**src/rtl/lfsr_gen.sv**
```systemverilog
// Fibonacci XNOR LFSR with seed load, forced step and a 2**DIV_BITS step-rate divider.
// Define LFSR_LOCKUP_RECOVER_EN to map any all-ones write of the state to all-zeros.
module lfsr_gen #(
    parameter int unsigned     WIDTH    = 6,
    parameter logic [WIDTH-1:0] TAPS    = WIDTH'(6'h30),
    parameter int unsigned     DIV_BITS = 11,
    parameter int unsigned     OUT_W    = 4,
    parameter int unsigned     OUT_LSB  = 1
) (
    input  logic             clk,
    input  logic             reset,
    input  logic             en,
    input  logic             load,
    input  logic [WIDTH-1:0] seed,
    input  logic             step_now,
    output logic [OUT_W-1:0] out_rand,
    output logic [WIDTH-1:0] state,
    output logic             stepped
);

    logic [WIDTH-1:0]    ps_q, ps_d;
    logic [DIV_BITS-1:0] cnt_q, cnt_d;
    logic                stepped_q, stepped_d;

    logic                fb;
    logic [WIDTH-1:0]    ps_step;
    logic [WIDTH-1:0]    ps_wr;

    always_comb begin
        fb        = ~^(ps_q & TAPS);
        ps_step   = {ps_q[WIDTH-2:0], fb};
        ps_wr     = ps_q;
        cnt_d     = cnt_q;
        stepped_d = 1'b0;

        if (load) begin
            ps_wr = seed;
            cnt_d = '0;
        end else if (step_now) begin
            ps_wr     = ps_step;
            cnt_d     = '0;
            stepped_d = 1'b1;
        end else if (en) begin
            if (&cnt_q) begin
                ps_wr     = ps_step;
                cnt_d     = '0;
                stepped_d = 1'b1;
            end else begin
                cnt_d = cnt_q + DIV_BITS'(1);
            end
        end

`ifdef LFSR_LOCKUP_RECOVER_EN
        // All-ones is the XNOR fixed point; never let it into the register.
        ps_d = (&ps_wr) ? '0 : ps_wr;
`else
        ps_d = ps_wr;
`endif
    end

    always_ff @(posedge clk) begin
        if (reset) begin
            ps_q      <= '0;
            cnt_q     <= '0;
            stepped_q <= 1'b0;
        end else begin
            ps_q      <= ps_d;
            cnt_q     <= cnt_d;
            stepped_q <= stepped_d;
        end
    end

    assign state    = ps_q;
    assign out_rand = ps_q[OUT_LSB +: OUT_W];
    assign stepped  = stepped_q;

endmodule

```
**config.mk**
```make
export PLATFORM = sky130hd
export DESIGN_NAME = lfsr_gen
export DESIGN_NICKNAME = d
export VERILOG_FILES = /design/src/rtl/lfsr_gen.sv
export SDC_FILE = /design/constraint.sdc
export NUM_CORES = 1
export LEC_CHECK = 0
export BUFFER_PORTS_ARGS = -buffer_cell sky130_fd_sc_hd__buf_2
export CORE_AREA = 2 2 53 45
export DETAILED_ROUTE_END_ITERATION = 10
export DIE_AREA = 0 0 55 47
export GPL_TIMING_DRIVEN = 0
export PLACE_DENSITY = 0.68
export SLEW_MARGIN = 20
export SYNTH_ARGS = -nofsm -noshare
export SYNTH_HDL_FRONTEND = slang
export SYNTH_SLANG_ARGS = --single-unit
```
**constraint.sdc**
```tcl
create_clock -name clk -period 1.5 [get_ports clk]
set_input_delay 0.3 -clock clk [delete_from_list [all_inputs] [get_ports clk]]
set_output_delay 0.3 -clock clk [all_outputs]
set_load 0.01 [all_outputs]
```
==> results of run 1 <==
[cell families (layout without fill, tap and decap cells)]
family	Yosys count	in the layout	share of synthesized area (%)
AOI/OAI and AO/OA	14	14	13.0
buffers and inverters	12	42	7.54
and+or+nand+nor	44	44	26.1
xor gates and xnor gates	9	9	8.80
adders and majority gates	1	1	1.40
DFF	18	18	40.2
muxes	2	2	2.93
[cell usage in the layout, fill, tap and decap left out, types with 3 or more instances in the layout]
master and count:
nor3_1 9, nor2_1 8, nand3_1 5, inv_1 5, a221oi_2 3, buf_2 21, xor2_1 4, nor3_2 3
nand2b_1 3, nand2_1 6, clkbuf_4 3, dfxtp_1 15, nor2b_1 3, a21oi_1 5, buf_4 8, xnor2_1 5
dfxtp_2 3
[sequential cells by signal, indices dropped and copies added (netlist names)]
register	cells
cnt_q	11
state	6
stepped	1
[tightest hold or removal path: cells and delay by family]
family	cells	cell delay [ns]
AOI/OAI and AO/OA	1	0.05
buffers and inverters	2	0.14
[cell type report]
type	instances	share of cell area [%]
inverter	5	1.59
multi-input combinational	70	45.3
clock buffer	4	3.08
sequential	18	30.9
timing repair buffer	26	12.4
tap	25	2.65
buffer	7	4.14
[layer usage]
metal / wire (um) / vias to the layer above
li1: - / 402
met1: 894 / 355
met2: 785 / 18
met3: 109 / 7
met4: 29 / 0
met5: 0 / -
[worst min path at each step]
stage                  start        to  slack, ns
CTS                  seed[4]  state[4]       0.23
detailed placement  cnt_q[1]  cnt_q[1]       0.50
floorplan              reset  state[2]       0.37
global placement    cnt_q[1]  cnt_q[1]       0.48
global route         seed[4]  state[4]       0.24
finish               seed[4]  state[4]       0.23
[timing repair]
item | CTS | global route
gates cloned | 1 | 0
setup endpoints to repair | 6 | 10
pin swaps | 6 | 5
resized for setup | 5 | 11
setup buffers | 4 | 0
[metrics by stage]
| stage | setup WS, ns | total power, uW | util [%] | hold WS [ns] |
|---|---|---|---|---|
| floorplan | 0.00806 | 586 | - | 0.370 |
| global placement | -0.0875 | 633 | 50.1 | 0.480 |
| detailed placement | -0.0903 | 634 | 50.1 | 0.501 |
| CTS | -0.0444 | 952 | 54.7 | 0.233 |
| global route | -0.0465 | 1000 | 57.2 | 0.237 |
| finish | 0.0249 | 952 | 57.2 | 0.231 |
[power groups by stage]
stage | clock [uW] | sequential, uW | combinational [uW]
2_1_floorplan | 0 | 521 | 65.4
4_1_cts | 321 | 504 | 127
6_report | 307 | 506 | 139
5_1_grt | 342 | 509 | 154
3_3_place_gp | 0 | 514 | 119
3_5_place_dp | 0 | 515 | 119
==> summary.txt, run 1 <==
Setup path
  • Setup crit end: state[2]
  • FF-to-FF path depth: 6
  • R2R Path Start: cnt_q[0]
  • Critical Path RT: 1.75 ns
  • WP depth: 6
  • Reg2reg end: state[2]
  • Crit path launch type: flop
  • Max stage delay cell, worst path: dfxtp_2
  • Crit. Startpoint: cnt_q[0]
  • Worst path bufs/invs: 1
  • Top cell family by delay on the critical path: flip-flops
  • CP endpoint kind: flop
  • WP data arrival: 1.72 ns
  • R2R Setup Slk: 0.02 ns
  • Critical-path cell list: ha_4 > and3_4 > a41oi_4 > buf_6 > mux2_4 > nor3_2
  • Max Fanout on Critical Path: 5
  • Critical path class: reg -> reg
  • CP max stage delay: 0.35 ns

Pwr
  • Max VDD drop: 500 uV
  • Power Internal: 714 uW
  • Switching Share: 25.0%
  • Gate power share: 14.6%
  • Leak pwr: 0.000455 uW
  • Seq pwr share: 53.1%
  • Pwr Density: 807 mW/mm^2
  • Clock share of power: 32.3%
  • Net Switching: 238 uW

CTS
  • Clock sink total: 18
  • Clock root buffer: clkbuf_4
  • Worst-skew pair later-pin latency: 0.30 ns
  • Hold buffer count at cts: 0
  • Clock slew at reported path FFs: 0.11 ns
  • CTS buffer count: 3
  • CTS tree: yes
  • H-tree levels: 1
  • Clk buf depth: 2

Global routing
  • Gr ovfl total: 0
  • Vias in the first global route: 641
  • Global-route met2 utilization: 21.0%
  • Most Crowded Layer GR: met1
  • Largest net degree at the start of global routing: 11
  • Gr usage total: 16.4%
  • First-pass GRT wire length: 2.90 mm
  • M3 GR Usage: 6.69%
  • Met1 Use GR: 24.5%
  • Initial antenna violation count: 0

Synth
  • FF+latch count, synth: 18
  • Most frequent cell after synthesis: dfxtp_1
  • Post-synth top flop: dfxtp_1
  • Ys async rst share: 0%
  • Cell taking the most area after synthesis: dfxtp_1
  • Cells after Synth: 100
  • Syn avg cell area: 8.96 um^2
  • Synth Net Count: 112
  • Library cells used by synthesis: 28
  • Largest cells by area after synthesis: dfxtp_1 40%, nor3_1 6.1%, xnor2_1 4.9%
  • Sequential fraction of the synthesis area: 40.2%
  • Top post-synthesis cells by count: 18 x dfxtp_1, 11 x nor3_1, 8 x nor2_1, 6 x a21oi_1, 6 x nand2_1
  • Syn. warnings: 0
  • Synth Cell Area: 896 um^2
  • Post-synth EDFFs: 0
  • Post-synth top area share: 40.2%

Floorplanning
  • # IOs: 22
  • Initial core utilization: 43.4%
  • DIE AREA: 0.00259 mm^2
  • DIE WIDTH: 55 um
  • Die height: 47 um
  • Core area: 0.00206 mm^2
  • Std-Cell Rows: 15

Cells and area
  • Layout area overhead: 31.7%
  • Multi-input logic area: 534 um^2
  • Number of nets in the layout: 143
  • Filler cell count in the final layout: 198
  • Finished Cell Area: 0.00118 mm^2
  • Post-Layout Cell Count: 155
  • Antenna Cells: 0
  • Share of layout cells above drive strength 1: 41.5%
  • FF+latch area: 364 um^2

Detailed routing
  • Routed wire per std cell: 11.7 um
  • DRC: 0
  • Post-DRT Antenna Nets: 0
  • Via count: 782
  • DR iter-0 viols: 6
  • Drt via density: 5.05
  • 1st-pass router iterations: 5
  • Total Wirelength: 1.82 mm

Outcome
  • Status: finished clean

Timing
  • Final Hold Vio Count: 0
  • Final setup viols: 0
  • Fin crit period: 1.48 ns
  • Slew @ Worst Pin: 0.493 ns
  • Rel. slew slack: 67.1%
  • Max Fclk: 0.678 GHz
  • Final worst-path cycle share: 98.3%
  • Worst Skew: 0.0111 ns
  • RSZ-0062 raised after global routing: yes
  • Final setup TNS: 0 ns
  • Pins Over Slew Limit: 0

Place
  • Routability cong.: 0.788
  • # placed instances: 146
  • Port Buffers: 21
  • Hpwl dp: 1.31 mm
  • Area of placed instances: 0.00103 mm^2

Run
  • Max cap viols: 0

Min path
  • Worst Hold Class: in -> reg
  • Hold Path Depth: 3
(Power assumes the default switching activity.)
==> inputs of run 2 (changes only) <==
- CORE_AREA: 2 2 53 45 -> 2 2 54 46
- CTS_CLUSTER_SIZE: default -> 25
- DIE_AREA: 0 0 55 47 -> 0 0 56 48
- PLACE_DENSITY: 0.68 -> 0.66
==> run 2 against run 1 <==
Against the previous run:
- sequential share of layout area up 0.56 points
- clock power down 2%
- die area up 4.0%
- critical path type unchanged
==> summary.txt, run 2 (same netlist as run 1, synthesis figures left out) <==
Min path
  • Worst Hold Class: in -> reg
  • Hold Path Depth: 3
  • WHS Endpoint: state[4]
  • HP Start: seed[4]

Setup path
  • Critical Path RT: 1.74 ns
  • Max Fanout on Critical Path: 5
  • Reg2reg end: state[2]
  • CP endpoint kind: flop
  • R2R Setup Slk: 0.03 ns
  • FF-to-FF path depth: 6
  • WP data arrival: 1.71 ns
  • Critical path class: reg -> reg
  • R2R Path Start: cnt_q[1]
  • Crit path launch type: flop

Timing
  • RSZ-0062 raised after global routing: yes
  • Fin crit period: 1.47 ns
  • Worst Skew: 0.00437 ns
  • Final worst-path cycle share: 98.0%
  • Slew @ Worst Pin: 0.469 ns
  • Rel. slew slack: 68.7%
  • Final setup viols: 0
  • Max Fclk: 0.680 GHz
  • Final Hold Vio Count: 0
  • Hold_ws: 0.251 ns
  • Pins Over Slew Limit: 0

CTS
  • Clock root buffer: clkbuf_4
  • Clock sink total: 18
  • H-tree levels: 1
  • CTS buffer count: 3
  • Hold buffer count at cts: 0
  • Worst-skew pair later-pin latency: 0.29 ns
  • Clock slew at reported path FFs: 0.10 ns
  • CTS tree: yes
  • Clk buf depth: 2

Detailed routing
  • 1st-pass router iterations: 4
  • Via count: 780
  • DRC: 0
  • Drt via density: 5.00
  • DR iter-0 viols: 8
  • Routed wire per std cell: 12.2 um
  • Total Wirelength: 1.90 mm
  • Post-DRT Antenna Nets: 0

Cells and area
  • Filler cell count in the final layout: 190
  • Antenna Cells: 0
  • Final core utilization: 55.9%
  • Share of layout cells above drive strength 1: 41.2%
  • Number of nets in the layout: 144
  • Highest-count cells in the layout ignoring fill and taps: 21 x buf_2, 13 x dfxtp_1, 9 x nor3_1, 9 x buf_4, 8 x nor2_1
  • Layout area overhead: 31.1%
  • Finished Cell Area: 0.00117 mm^2
  • Biggest register: cnt_q
  • Most common cell after layout, fill and taps aside: buf_2
  • Max FFs per register: 11

Pwr
  • Switching Share: 24.5%
  • Gate power share: 14.3%
  • Clock share of power: 32.0%
  • Leak pwr: 0.000454 uW
  • Power Internal: 709 uW
  • Max VDD drop: 751 uV
  • Seq pwr share: 53.7%
  • Pwr Density: 799 mW/mm^2
  • Net Switching: 230 uW

Global routing
  • First-pass GRT wire length: 2.98 mm
  • Initial antenna violation count: 0
  • Vias in the first global route: 650
  • Largest net degree at the start of global routing: 11
  • Gr ovfl total: 0
  • Gr usage total: 14.8%

Floorplanning
  • DIE AREA: 0.00269 mm^2
  • DIE WIDTH: 56 um
  • Die height: 48 um
  • Initial core utilization: 42.6%
  • Core area: 0.00210 mm^2
  • Std-Cell Rows: 15
  • # IOs: 22

Run
  • Max cap viols: 0

Outcome
  • Status: finished clean

Place
  • Routability cong.: 0.765
  • Port Buffers: 21
  • Area of placed instances: 0.00103 mm^2
  • Hpwl dp: 1.35 mm
## run 2: repair_timing
item	4_1_cts	5_1_grt
cloned	1	0
buffers inserted	4	1
resized for setup	6	9
endpoints found under the setup margin	7	10
pin swaps	8	3
## run 2: critical path, stage by stage (launching register included)
cell     delay [ns]
dfxtp_4        0.37
ha_4           0.15
and3_4         0.16
a41oi_4        0.18
buf_6          0.16
mux2_4         0.30
nor3_2         0.09
## run 2: through the flow
stage / setup WS, ns / total power (uW) / TNS [ns] / std cells
global route: -0.0401 / 983 / -0.121 / 156
CTS: -0.0605 / 945 / -0.118 / 155
global placement: -0.0650 / 633 / -0.196 / 146
detailed placement: -0.105 / 635 / -0.380 / 146
finish: 0.0296 / 939 / 0 / 156
floorplan: 0.00806 / 586 / 0 / 100
## run 2: area by class of cell
| class | count | area (um^2) | area share (%) |
|---|---|---|---|
| timing repair buffer | 27 | 154 | 13.1 |
| clock buffer | 4 | 36.3 | 3.09 |
| multi-input combinational | 70 | 517 | 44.0 |
| tap | 25 | 31.3 | 2.66 |
| inverter | 5 | 18.8 | 1.60 |
| buffer | 7 | 48.8 | 4.15 |
| sequential | 18 | 369 | 31.4 |
## run 2: worst max-delay path by stage
stage / startpoint / end / slack, ns / cells past startpoint
finish: cnt_q[1] / state[2] / 0.03 / 6
detailed placement: cnt_q[0] / state[3] / -0.11 / 6
global route: cnt_q[1] / state[5] / -0.04 / 6
floorplan: cnt_q[0] / state[2] / 0.008 / 6
CTS: cnt_q[1] / state[0] / -0.06 / 6
global placement: cnt_q[0] / state[0] / -0.06 / 6
## run 2: metal layers
layer / up-vias / wire length, um / global-route usage [%]
met3: 2 / 82 / 4.86
met4: 0 / 18 / 5.71
met2: 15 / 872 / 24.0
met5: - / 0 / 0
met1: 355 / 929 / 19.0
li1: 408 / - / -
## run 2: power by group through the flow
stage          registers, uW  logic [uW]  clock network, uW
2_1_floorplan            521        65.4                  0
3_3_place_gp             515         119                  0
5_1_grt                  506         149                328
4_1_cts                  505         129                311
3_5_place_dp             516         120                  0
6_report                 504         134                300
